===== src/rtl/vram_write_queue.sv =====
// Host write queue for the single-port VRAM: buffers pixel writes and commits them only
// during blanking. Optional screen fill is compiled in with `define VRAM_CLEAR_EN.
module vram_write_queue #(
   parameter int FIFO_DEPTH = 16,
   parameter int ADDR_W     = 15,
   parameter int DATA_W     = 8,
   parameter int MEM_WORDS  = 9600
) (
   input  logic              clkin,
   input  logic              rst,
   input  logic              host_we,
   input  logic [ADDR_W-1:0] host_addr,
   input  logic [DATA_W-1:0] host_data,
   output logic              host_ready,
   output logic              host_ovf,
   output logic              host_range_err,
   input  logic              err_clr,
   input  logic              blank,
   input  logic [ADDR_W-1:0] disp_addr,
   output logic              ram_we,
   output logic [ADDR_W-1:0] ram_addr,
   output logic [DATA_W-1:0] ram_wdata,
   input  logic              clear_req,
   input  logic [DATA_W-1:0] clear_colour,
   output logic              clear_busy
);

   localparam int PTR_W = $clog2(FIFO_DEPTH);
   localparam int CNT_W = PTR_W + 1;

   typedef enum logic [1:0] {IDLE, DRAIN, CLEAR} state_t;

   typedef struct packed {
      logic [ADDR_W-1:0] addr;
      logic [DATA_W-1:0] data;
   } entry_t;

   entry_t             mem [FIFO_DEPTH];
   entry_t             head;
   logic [PTR_W-1:0]   wr_ptr, rd_ptr;
   logic [CNT_W-1:0]   count;
   logic               blank_d;
   logic               drain_ok;
   logic               in_range;
   logic               push, pop;
   state_t             state;

   // The first blank cycle is a guard for the registered scan-out address pipeline.
   assign drain_ok   = blank && blank_d;
   assign in_range   = host_addr < ADDR_W'(MEM_WORDS);
   assign host_ready = (count != CNT_W'(FIFO_DEPTH));
   assign push       = host_we && host_ready && in_range;
   assign pop        = (state == DRAIN);
   assign head       = mem[rd_ptr];

   always_ff @(posedge clkin) begin
      if (rst) begin
         wr_ptr         <= '0;
         rd_ptr         <= '0;
         count          <= '0;
         blank_d        <= 1'b0;
         host_ovf       <= 1'b0;
         host_range_err <= 1'b0;
      end else begin
         blank_d <= blank;
         if (push) wr_ptr <= wr_ptr + PTR_W'(1);
         if (pop)  rd_ptr <= rd_ptr + PTR_W'(1);
         case ({push, pop})
            2'b10:   count <= count + CNT_W'(1);
            2'b01:   count <= count - CNT_W'(1);
            default: count <= count;
         endcase
         // A new error in the same cycle as err_clr keeps the flag set.
         if (host_we && !host_ready) host_ovf <= 1'b1;
         else if (err_clr)           host_ovf <= 1'b0;
         if (host_we && !in_range)   host_range_err <= 1'b1;
         else if (err_clr)           host_range_err <= 1'b0;
      end
   end

   // NOTE: the queue storage has no reset; the pointers and count alone define what is valid.
   always_ff @(posedge clkin) begin
      if (push) mem[wr_ptr] <= '{addr: host_addr, data: host_data};
   end

`ifdef VRAM_CLEAR_EN
   logic [ADDR_W-1:0] fill_ptr;
   logic [DATA_W-1:0] clear_col;

   always_ff @(posedge clkin) begin
      if (rst) begin
         clear_busy <= 1'b0;
         fill_ptr   <= '0;
         clear_col  <= '0;
      end else if (!clear_busy) begin
         if (clear_req) begin
            clear_busy <= 1'b1;
            fill_ptr   <= '0;
            clear_col  <= clear_colour;
         end
      end else if (state == CLEAR) begin
         fill_ptr <= fill_ptr + ADDR_W'(1);
         if (fill_ptr == ADDR_W'(MEM_WORDS - 1)) clear_busy <= 1'b0;
      end
   end
`else
   logic unused_clear;
   assign unused_clear = ^{clear_req, clear_colour};
   assign clear_busy   = 1'b0;
`endif

   // A fill in progress owns every drain slot; the queue only drains once it is done.
   always_comb begin
      state = IDLE;
`ifdef VRAM_CLEAR_EN
      if (clear_busy) begin
         if (drain_ok) state = CLEAR;
      end else
`endif
      if (drain_ok && count != '0) state = DRAIN;
   end

   // NOTE: every output gets a default first so no path leaves a latch behind.
   always_comb begin
      ram_we    = 1'b0;
      ram_addr  = disp_addr;
      ram_wdata = '0;
      case (state)
         DRAIN: begin
            ram_we    = 1'b1;
            ram_addr  = head.addr;
            ram_wdata = head.data;
         end
`ifdef VRAM_CLEAR_EN
         CLEAR: begin
            ram_we    = 1'b1;
            ram_addr  = fill_ptr;
            ram_wdata = clear_col;
         end
`endif
         default: ;
      endcase
   end

endmodule


===== config.mk =====
export PLATFORM = sky130hd
export DESIGN_NAME = vram_write_queue
export DESIGN_NICKNAME = d
export VERILOG_FILES = /design/src/rtl/vram_write_queue.sv
export SDC_FILE = /design/constraint.sdc
export NUM_CORES = 1
export LEC_CHECK = 0
export CAP_MARGIN = 15
export CORE_MARGIN = 2
export CORE_UTILIZATION = 64
export CTS_CLUSTER_DIAMETER = 80
export DETAILED_ROUTE_END_ITERATION = 8
export PLACE_DENSITY = 0.84
export SLEW_MARGIN = 30
export SYNTH_ARGS = -nofsm -noshare
export SYNTH_HDL_FRONTEND = slang
export SYNTH_SLANG_ARGS = --single-unit

===== constraint.sdc =====
create_clock -name clkin -period 7.85 [get_ports clkin]
set_input_delay 0.785 -clock clkin [delete_from_list [all_inputs] [get_ports clkin]]
set_output_delay 0.785 -clock clkin [all_outputs]
set_load 0.1 [all_outputs]

* Word-level counts from Yosys, hierarchy flattened *
Memories as Yosys holds them, arrays and structs flattened. A register that Yosys moved wholly into a read port is not among the register bits.
Index checks and enable logic that the tools add are counted.
W data, S select, Z words.

word-level totals
  flip-flop bits (word level) = 16
  bits in writable memories = 368
  output and inout port bits = 28
  word-level logic and storage cells = 40
  memories kept = 1

operators by class
  add/sub/neg operators = 4
  order comparisons = 1
  equal/unequal tests = 4
  muxes and demuxes = 12
  reduce and logical (&&, ||, !) cells = 12

memories
  name  words  width  rd ports  clocked after memory_dff  wr ports  RTL line  source
  mem   16     23     1         1                         1         38        entry_t mem [FIFO_DEPTH];

operator list
  kind                    count
  $lt A15 B14 Y1 const B  1
  $mux W15                1
  $pmux W5 S2             1
  $add A4 B1 Y4 const B   2
  $mux W4                 2
  $mux W8                 1
  $mux W1                 7
  $logic_and A1 B1 Y1     6
  $reduce_bool A2 Y1      3
  $add A5 B1 Y5 const B   1
  $ne A5 B5 Y1 const B    1
  $reduce_bool A5 Y1      1
  $sub A5 B1 Y5 const B   1
  $eq A2 B1 Y1 const B    2
  $eq A2 B2 Y1 const B    1
  $logic_not A1 Y1        2

* Logic depth before layout (Yosys ltp) *
  word-level depth = 6
  depth in mapped cells = 14

* Worst setup path before layout *
No wires, ideal clock.

  path type = input-to-output
  start = input port blank
  end = output port ram_wdata[6]
  data arrival time = 5.811 ns
  slack = 1.254 ns
  stages = 4
  path buffers = 1
  path through = nand2_1 > a21o_1 > buf_2 > a2111oi_0

on the way
  cells in the longest elaborated chain, start to end = 5

RTL lines
  element              RTL line  source
  from (decl)          18        input logic blank,
  $logic_and A1 B1 Y1  49        assign drain_ok = blank && blank_d;
  $logic_and A1 B1 Y1  120       if (drain_ok && count != '0) state = DRAIN;
  $mux W1              120
  $eq A2 B1 Y1         128       case (state)
  $mux W8              128
  to (decl)            22        output logic [DATA_W-1:0] ram_wdata,

No other way between the ends.

==> results.toml <==
[run_status]
status = "complete, no violations"

[global_routing]
grt_max_degree = 57
grt_pass1_wl_um = 50400
first_global_vias = 8136
track_usage_pct = 27.2
globalRoute.totalOverflow = 0
antenna_found_initial = 0

[placed_design]
pre_cts_ws_ns = 3.03
hpwl_um = 16900
place_congestion = 0.739
numPortBuffers = 69

[pwr]
leakage_nw = 5.52
finalPower_mw = 4.25
peakVddDrop_v = 0.000162
p_per_area_nw_per_um2 = 242

[timing]
skew_ns = 0.0139
clock.fmax_ghz = 0.188
hold_viol = 0
setup-tns-final_ns = 0
fin_crit_ns = 5.33
slew_viol_final = 0
rsz0062_at_grt = "no"
max_slew_margin_pct = 32.2
worst-slew-pin-transition_ns = 1.01
layout_setup_ws_ns = 2.52
setup_violations = 0
post-route-period-util_pct = 67.9

[critical_path]
crit_arrival_ns = 4.55
cpMaxStageDelayCell = "clkdlybuf4s50_1"
critPathLaunchType = "flop"
max_stage_delay_ns = 1.19
crit_path_end_kind = "primary output"
required_ns = 7.07
cp_max_fo = 49
reg2regPathDepth = 10
crit_chain = "buf_4, mux4_2, mux2i_1, mux2_2, o21ai_0, clkdlybuf4s50_1"
path_class = "flop to primary output"

[detailed_routing]
ant_nets = 0
drc = 0
via_count = 7901
first_iter_violations = 1011
via_per_inst = 6.71
wirelength_um = 34100
wl_per_cell_um = 29.0
first_pass_iters = 7

[clocking]
clk_pin_slew_worst_paths_ns = 0.06
cts_root_buf = "clkbuf_16"
cts_tree = "done"
post_cts_buffers = 0
post_cts_resized = 0
ctsHoldBuffers = 0
clk_path_buf_depth = 3
cts_made_buffers = 37
cts.sinks = 388
cts.htree.levels = 2
clk_latency_ns = 0.53

[logic_synthesis]
synth_cell_types = 55
synth_nets = 818
ys_ff_latch = 388
synth_warnings = 0
yosysSeqAreaShare_pct = 73.7
ys.flop_type = "edfxtp_1"
synthesis.instances = 757
synth_edf_count = 368
syn_area_um2 = 15500
syn_area_per_cell_um2 = 20.5
synthArstFlopShare_pct = 0

[hold_path]
whs_path_depth = 2
hold_class = "flop to flop"

[flow_run]
drv_cap = 0

[cells_and_area]
layout-drive-gt1-share_pct = 17.9
nets = 890
num-fill-cells = 1362
syn_to_final_growth_pct = 13.1
diodes = 0

[floorplanning]
die_x_um = 160
start_util_pct = 64.5
die-area_um2 = 25600
num_rows = 57
core-area_um2 = 24100
die_y_um = 160
io_pins = 80
## placed cells by master, fill, tap and decap left out, types with 17 or more instances in the layout
cell type / instances
edfxtp_1: 368
clkdlybuf4s50_1: 69
mux4_2: 62
clkbuf_16: 39
mux4_1: 30
mux2i_1: 29
nor2_1: 27
nand2_1: 23
o21ai_0: 17
dfxtp_1: 17
## synthesized netlist by cell type (12+ instances only)
cell,instances,area share [%]
edfxtp_1,368,71
o21ai_0,17,0.55
nand2_1,23,0.56
dfxtp_1,20,2.6
mux4_1,30,5.1
mux2_2,13,0.94
a21oi_1,12,0.39
and3_1,16,0.64
nor2b_1,12,0.48
mux4_2,62,9.0
mux2i_1,29,1.9
nor2_1,27,0.65
buf_2,16,0.52
## through the flow
step	std cells	instance area (um2)	utilization [%]	hold slack [ns]
6_report	1178	17600	72.9	0.517
3_3_place_gp	1113	16400	68.1	0.472
5_1_grt	1178	17600	72.9	0.536
4_1_cts	1178	17600	72.9	0.512
2_1_floorplan	757	15500	-	0.459
3_5_place_dp	1114	16400	68.2	0.494
## power breakdown
| group | total (mW) | internal, mW | switching (mW) |
|---|---|---|---|
| Sequential | 2.29 | 2.27 | 0.0153 |
| Combinational | 0.253 | 0.0905 | 0.163 |
| Clock | 1.70 | 0.972 | 0.732 |
## layout make-up
| class | instances | area (um2) | area share [%] |
|---|---|---|---|
| sequential | 388 | 11500 | 65.2 |
| clock inverter | 17 | 133 | 0.755 |
| timing repair buffer | 76 | 763 | 4.34 |
| multi-input combinational | 316 | 3770 | 21.5 |
| tap | 324 | 405 | 2.31 |
| inverter | 10 | 37.5 | 0.214 |
| clock buffer | 47 | 1010 | 5.72 |
## logic make-up after synthesis
logic type      after synthesis  synth area share [%]
flops                       388                  73.7
mux                         134                  16.9
simple gates                 96                  3.11
compound gates               71                  3.14
buf+inv                      53                  2.20
fa+ha+maj                     9                 0.724
xor+xnor                      5                 0.282
other cells                   1                0.0241
## sequential cells by signal (all words and copies together) (netlist names), named ones only
| signal | flops |
|---|---|
| mem | 368 |
| wr_ptr | 4 |
| blank_d | 1 |
| host_ovf | 1 |
| count | 5 |
| host_range_err | 1 |
| rd_ptr | 4 |
## critical path, delay by kind of cell (launching register included)
kind / cells / cell delay [ns]
mux: 3 / 0.78
compound gates: 1 / 0.21
flops: 1 / 0.92
buf+inv: 2 / 1.99
## final timing paths
kind                          start                      to  slack, ns
min reg2reg  rd_ptr[3]$_SDFFE_PP0N_  rd_ptr[3]$_SDFFE_PP0N_       0.52
max reg2reg   count[0]$_SDFFE_PP0P_   count[3]$_SDFFE_PP0P_       4.47
min          rd_ptr[3]$_SDFFE_PP0N_  rd_ptr[3]$_SDFFE_PP0N_       0.52
max                            flop             ram_addr[6]       2.52
## metal layers
| layer | GRT usage [%] | share of wire (%) | wire (um) | vias to the layer above |
|---|---|---|---|---|
| li1 | - | - | - | 3290 |
| met5 | 0 | 0 | 0 | - |
| met2 | 45.3 | 51 | 17500 | 478 |
| met3 | 5.97 | 8.7 | 2980 | 67 |
| met4 | 8.60 | 2.4 | 817 | 0 |
| met1 | 36.8 | 38 | 12900 | 4066 |
(Power assumes the default switching activity.)
